File: config.mk
export PLATFORM = sky130hd
export DESIGN_NAME = gauss_conv_engine
export DESIGN_NICKNAME = d
export VERILOG_FILES = /design/src/rtl/gauss_conv_engine.sv
export SDC_FILE = /design/constraint.sdc
export NUM_CORES = 2
export LEC_CHECK = 0
export ABC_CLOCK_PERIOD_IN_PS = 6700
export CAP_MARGIN = 40
export CORE_AREA = 2 2 327 329
export DETAILED_ROUTE_END_ITERATION = 6
export DIE_AREA = 0 0 329 331
export HOLD_SLACK_MARGIN = 0.15
export PLACE_DENSITY = 0.72
export SKIP_LAST_GASP = 1
export SYNTH_ARGS = -nofsm -noshare
export SYNTH_HDL_FRONTEND = slang
export SYNTH_SLANG_ARGS = --single-unit
export TNS_END_PERCENT = 50
File: constraint.sdc
create_clock -name clk -period 6.7 [get_ports clk]
set_input_delay 1.005 -clock clk [delete_from_list [all_inputs] [get_ports clk]]
set_output_delay 1.005 -clock clk [all_outputs]
set_load 0.02 [all_outputs]
File: src/rtl/gauss_conv_engine.sv
// gauss_conv_engine: applies a captured kernel to one pixel window, normalising by the weight sum.
// Define GAUSS_CONV_ROUND_EN for round-half-up normalisation (default truncates).
module gauss_conv_engine #(
    parameter int MAX_KERNEL = 7,
    parameter int PIX_W      = 8
) (
    input  logic                                          clk,
    input  logic                                          n_rst,
    input  logic                                          start,
    input  logic [$clog2(MAX_KERNEL)-1:0]                 kernel_size,
    input  logic [MAX_KERNEL-1:0][MAX_KERNEL-1:0][7:0]       kernel,
    input  logic [31:0]                                   sum,
    input  logic [MAX_KERNEL-1:0][MAX_KERNEL-1:0][PIX_W-1:0] window,
    output logic                                          busy,
    output logic                                          done,
    output logic [PIX_W-1:0]                              pixel_out,
    output logic                                          err
);
    localparam int KW = $clog2(MAX_KERNEL);
    typedef enum logic [1:0] {IDLE, MAC, DIV, OUT} state_t;
    state_t state;
    logic [MAX_KERNEL-1:0][MAX_KERNEL-1:0][7:0] kern_r;
    logic [MAX_KERNEL-1:0][MAX_KERNEL-1:0][PIX_W-1:0] win_r;
    logic [31:0] sum_r, acc, quo, acc_nxt;
    logic [KW-1:0] n_r, x, y;
    logic [4:0] cnt;
    logic [32:0] rem, rem_sh, dvd;
    logic [8+PIX_W-1:0] prod;
    logic [PIX_W-1:0] sat;
    logic err_f, x_last, last_tap, n_bad, fits;
    assign prod     = kern_r[x][y] * win_r[x][y];
    assign acc_nxt  = acc + 32'(prod);
    assign x_last   = x == n_r - KW'(1);
    assign last_tap = x_last && y == n_r - KW'(1);
    assign n_bad    = kernel_size == '0 || 32'(kernel_size) > MAX_KERNEL;
`ifdef GAUSS_CONV_ROUND_EN
    assign dvd = {1'b0, acc_nxt} + {2'b0, sum_r[31:1]};
`else
    assign dvd = {1'b0, acc_nxt};
`endif
    // Bit 32 of the dividend seeds the remainder so 32 iterations cover a 33-bit dividend.
    assign rem_sh = {rem[31:0], quo[31]};
    assign fits   = rem_sh >= {1'b0, sum_r};
    assign sat    = |quo[31:PIX_W] ? '1 : quo[PIX_W-1:0];
    assign busy   = state != IDLE || done;
    always_ff @(posedge clk or negedge n_rst) begin
        if (!n_rst) begin
            state     <= IDLE;
            kern_r    <= '0;
            win_r     <= '0;
            sum_r     <= '0;
            n_r       <= '0;
            x         <= '0;
            y         <= '0;
            cnt       <= '0;
            acc       <= '0;
            quo       <= '0;
            rem       <= '0;
            err_f     <= 1'b0;
            done      <= 1'b0;
            err       <= 1'b0;
            pixel_out <= '0;
        end else begin
            done <= 1'b0;
            err  <= 1'b0;
            case (state)
                IDLE: if (start) begin
                    kern_r <= kernel;
                    win_r  <= window;
                    sum_r  <= sum;
                    n_r    <= kernel_size;
                    acc    <= '0;
                    x      <= '0;
                    y      <= '0;
                    cnt    <= '0;
                    err_f  <= n_bad;
                    state  <= n_bad ? OUT : MAC;
                end
                MAC: begin
                    acc <= acc_nxt;
                    x   <= x_last ? '0 : x + KW'(1);
                    y   <= x_last ? y + KW'(1) : y;
                    if (last_tap) begin
                        quo   <= dvd[31:0];
                        rem   <= {32'b0, dvd[32]};
                        err_f <= sum_r == '0;
                        state <= sum_r == '0 ? OUT : DIV;
                    end
                end
                DIV: begin
                    rem   <= fits ? rem_sh - {1'b0, sum_r} : rem_sh;
                    quo   <= {quo[30:0], fits};
                    cnt   <= cnt + 5'd1;
                    state <= cnt == 5'd31 ? OUT : DIV;
                end
                OUT: begin
                    done      <= 1'b1;
                    err       <= err_f;
                    pixel_out <= err_f ? '0 : sat;
                    state     <= IDLE;
                end
            endcase
        end
    end
endmodule

; ---- Word level (Yosys, flattened, before mapping)
; Index checks and enable logic that the tools add are counted.
[classes]
n_addsub = 6
n_mul = 1
n_div = 0
order_cmp = 3
n_eq_ne = 9
n_shift = 0
muxes = 35
n_bitwise = 0
reduce_logical = 17
[ops]
columns = cell, count
row1 = binary-select mux 56 bit (select 3 bit), 2
row2 = case mux 32 bit (2 select lines), 3
row3 = two-way mux 32 bit, 4
row4 = two-way mux 56 bit, 2
row5 = binary-select mux 8 bit (select 3 bit), 2
row6 = greater-or-equal comparator 33 x 32 -> 1 bit, 1
row7 = adder 32 x 16 -> 32 bit, 1
row8 = logical NOT 32 bit, 1
row9 = two-way mux 8 bit, 4
row10 = subtractor 32 bit, 1
row11 = OR reduction 24 bit, 1
row12 = multiplier 8 x 8 -> 16 bit, 1
row13 = case mux 3 bit (2 select lines), 2
row14 = case mux 5 bit (2 select lines), 1
row15 = AND reduction 2 bit, 5
row16 = two-way mux 3 bit, 3
row17 = < comparator 3 x 4 -> 1 bit (second input constant), 2
row18 = case mux 2 bit (4 select lines), 1
row19 = nonzero test 2 bit, 4
row20 = adder 3 x 1 -> 3 bit (second input constant), 2
row21 = == test 3 bit, 2
row22 = two-way mux 1 bit, 6
row23 = two-way mux 2 bit, 3
row24 = inequality test 2 bit (second input constant), 3
row25 = 12 further kinds, 14
[totals]
regBits = 939
latchBits = 0
ramBits = 0
romBits = 0
inputBits = 822
out_inout_bits = 11
wordCells = 182
n_memories = 0

; ---- Logic depth before layout (Yosys ltp)
[depth]
word_depth = 8
depth_mapped = 30
mapped_depth_nobuf = 25

; ---- Worst setup path after synthesis
; Ideal clock, no wire load.
[synth_path]
kind = register -> register
from = register x[1]
to = register quo[23]
setup_ps = 71
t_arrival_ps = 6422
t_required_ps = 6629
slack_ps = 207
path_stages_with_launch = 24
path_buffers = 4
synth_period_minus_slack_ps = 6493
path_cell_list = dfrtp_1 -> buf_4 -> buf_2 -> clkbuf_1 -> mux4_2 -> mux4_2 -> mux2_2 -> o21ai_2 -> nor2_1 -> fa_1 -> inv_1 -> fa_1 -> inv_1 -> fa_1 -> fa_1 -> ha_1 -> nand4b_1 -> a31oi_1 -> a211oi_1 -> o21bai_1 -> buf_2 -> nand2_1 -> or4_1 -> nand4_1
[synth_between]
elab_chain_len = 8
word_cells_on_any_way = 16
cone_classes = add/sub: 1 / mul: 1 / eq/ne: 2 / mux: 10 / reduce/logical: 2
[synth_rtl]
columns = item, line
row1 = from (decl), 25  ; logic [KW-1:0] n_r, x, y;
row2 = from (signal assigned), 81  ; x <= x_last ? '0 : x + KW'(1);
row3 = binary-select mux 56 bit (select 3 bit), 31  ; assign prod = kern_r[x][y] * win_r[x][y];
row4 = two-way mux 56 bit (implied by the code), 31
row5 = binary-select mux 8 bit (select 3 bit), 31
row6 = two-way mux 8 bit (implied by the code), 31
row7 = multiplier 8 x 8 -> 16 bit, 31
row8 = adder 32 x 16 -> 32 bit, 32  ; assign acc_nxt = acc + 32'(prod);
row9 = two-way mux 32 bit, 83  ; if (last_tap) begin
row10 = case mux 32 bit (2 select lines), 66  ; case (state)
row11 = to (signal assigned), 84  ; quo <= dvd[31:0];
row12 = to (signal assigned), 92  ; quo <= {quo[30:0], fits};
row13 = to (decl), 24  ; logic [31:0] sum_r, acc, quo, acc_nxt;
; Several ways; a longest one is shown, not always the timed one. The select of a mux whose other input is x is not followed.
; A chain may end at the register's enable or synchronous reset.

; ---- Worst setup path in the final report
[layout_path]
from = register x[0]
to = register quo[28]
; Same word-level chain as after synthesis.

==> impl_metrics.ini <==
[run_status]
status = complete, but fails checks
violations = setup timing

[synthesis]
syn_area_per_cell_um2 = 13.1
syn_area_um2 = 47200
async_reset_ff_frac = 1.00
synth_cell_type_count = 70
ys_seq_elements = 939
syn_nets = 4548
synth-main-ff-cell = dfrtp_1
yosys_warnings = 0
seq_area_frac_synth = 0.498
synth-edff-count = 0
postSynthCellCount = 3592

[cts]
h-tree-depth = 3
ctsHoldBuffers = 0
root_buffer = clkbuf_16
cts_buffers = 100
cts_tree = yes
cts.sinks = 939
clk_path_buf_depth = 3
clock_latency_ps = 730
clk_transition_reported_paths_ps = 70

[timing]
setup_slack_ps = -131
rsz0062_at_grt = true
hold_viol_final = 0
setup_tns_ps = -1000
slew_headroom = 0.302
setup_viol = 13
fmax_mhz = 146
tightestPinTransition_ps = 1050
fin_skew_ps = 48.6
final.period_utilization = 1.02
slew_viol_final = 0
min_period_ps = 6830

[routing]
wl_um = 154000
wl_per_cell_um = 25.4
drtIter0Drc = 2260
via_per_inst = 5.60
drtAntennaViolNets = 0
drc = 0
first_pass_iters = 5
dr_total_vias = 33900

[setup_path]
worstPathArrival_ps = 7460
reg2regPathDepth = 25
path_class = flip-flop to flip-flop
start_kind = flip-flop
worstPathRequired_ps = 7320
endpoint_kind = flip-flop
path_max_fanout = 8

[place]
port_buffers = 832
routabilityCongestion = 0.903
dpl.hpwl_um = 116000

[grt]
grt_pass1_wl_um = 224000
antenna_found_initial = 71
grt_overflow = 0
grt_max_degree = 186
grt_pass1_vias = 35400
track_usage = 0.278

[die]
fp.dieArea_um2 = 109000
rows = 119
die_h_um = 331
pin_count = 833
start_util = 0.450
core_area_um2 = 105000
die_w_um = 329

[layout]
layout_commonest_cell = dfrtp_1
final_cell_mix = dfrtp_1, mux2_2, clkdlybuf4s50_1, nand2_1, o21ai_0
final_nets = 5487
area_growth_pct = 33.1
final_layout_size_suffix_gt1_frac = 0.326

[flow_run]
drv_cap = 0

[min_path]
hold_path.class = input pin to async pin
## final timing paths
| path | from | to | slack [ps] |
|---|---|---|---|
| worst max register to register | x[0]$_DFFE_PN0P_ | quo[28]$_DFFE_PN0P_ | -130 |
| min in group clk | acc[16]$_DFFE_PN0P_ | acc[16]$_DFFE_PN0P_ | 500 |
| worst min register to register | acc[16]$_DFFE_PN0P_ | acc[16]$_DFFE_PN0P_ | 500 |
| max in group asynchronous | n_rst | kern_r[107]$_DFFE_PN0P_ | 4850 |
| worst min-delay path | n_rst | sum_r[20]$_DFFE_PN0P_ | 280 |
| worst max-delay path | x[0]$_DFFE_PN0P_ | quo[28]$_DFFE_PN0P_ | -130 |
## cells in the mapped netlist, types with 22 or more instances
| master | n | area share |
|---|---|---|
| a21o_1 | 23 | 0.0037 |
| a21oi_1 | 63 | 0.0067 |
| a31oi_1 | 23 | 0.0030 |
| and3_1 | 22 | 0.0029 |
| buf_2 | 28 | 0.0030 |
| clkbuf_1 | 162 | 0.013 |
| dfrtp_1 | 939 | 0.50 |
| fa_1 | 51 | 0.022 |
| ha_1 | 83 | 0.022 |
| inv_1 | 138 | 0.011 |
| mux2_2 | 841 | 0.20 |
| mux2i_1 | 150 | 0.032 |
| mux4_2 | 160 | 0.076 |
| nand2_1 | 225 | 0.018 |
| nand2b_1 | 24 | 0.0032 |
| nand3_1 | 41 | 0.0043 |
| nand4_1 | 22 | 0.0029 |
| nor2_1 | 90 | 0.0072 |
| o211ai_1 | 36 | 0.0057 |
| o21ai_0 | 195 | 0.021 |
| xnor2_1 | 27 | 0.0050 |
## critical path: stages (launching register included)
cell and delay, ps:
dfrtp_4 530, buf_12 180, buf_12 140, mux4_2 510
mux4_2 490, mux2_4 350, o21ai_4 270, buf_4 180
or2_1 120, fa_2 190, inv_1 60, fa_1 470
inv_1 50, fa_1 520, inv_1 50, fa_1 480
ha_1 320, o21ai_1 100, o21ai_2 210, nand4_1 200
a31oi_4 250, a41o_1 210, buf_6 130, nand4_1 100
or4_1 490, nand4_1 100
## routing by layer
metal | GRT usage | share of wire
met4 | 0.131 | 0.047
met3 | 0.0578 | 0.061
met2 | 0.466 | 0.50
met1 | 0.344 | 0.39
met5 | 0 | 0.0015
## kinds of logic (layout without fill, tap and decap cells)
| group | after synthesis | after routing | synth area share |
|---|---|---|---|
| buffers and inverters | 366 | 1387 | 0.0323 |
| other | 0 | 49 | 0 |
| AO/OA/AOI/OAI | 449 | 449 | 0.0598 |
| adder cells (fa/ha/maj) | 134 | 134 | 0.0436 |
| XOR/XNOR | 45 | 45 | 0.00835 |
| AND/OR/NAND/NOR | 508 | 508 | 0.0495 |
| multiplexers | 1151 | 1151 | 0.309 |
| flip-flops | 939 | 939 | 0.498 |
## per-stage QoR
step / setup slack, ps / std cells / util / hold slack (ps) / instance area (µm²)
after floorplan: 207 / 3592 / - / 455 / 47200
after global placement: -211 / 5762 / 0.553 / 480 / 58000
after detailed placement: -343 / 5766 / 0.553 / 484 / 58100
after CTS: -128 / 5982 / 0.591 / 296 / 62100
after global routing: -389 / 6047 / 0.599 / 315 / 62800
final: -131 / 6053 / 0.599 / 281 / 62900
## area by class of cell
type	count	area [µm²]
fill	8282	42100
sequential	939	23500
antenna	49	123
inverter	140	526
tap	1391	1740
clock inverter	35	537
timing repair buffer	1063	10700
multi-input combinational	2287	22800
clock buffer	149	2950
## sequential cells by signal, summed over array words and instances, names as in the netlist
signal,count
acc,32
cnt,5
done,1
err,1
err_f,1
kern_r,392
n_r,3
pixel_out,8
quo,32
rem,32
state,2
sum_r,32
win_r,392
x,3
y,3
## repair_timing
| action | in CTS | in global routing |
|---|---|---|
| pin swaps | 14 | 37 |
| resized for setup | 40 | 115 |
| endpoints found under the setup margin | 36 | 42 |
| cloned | 1 | 2 |
| buffers inserted | 31 | 21 |
Power is not shown: default switching activity piles up to over one toggle a cycle in this logic, so the estimate is an artifact.
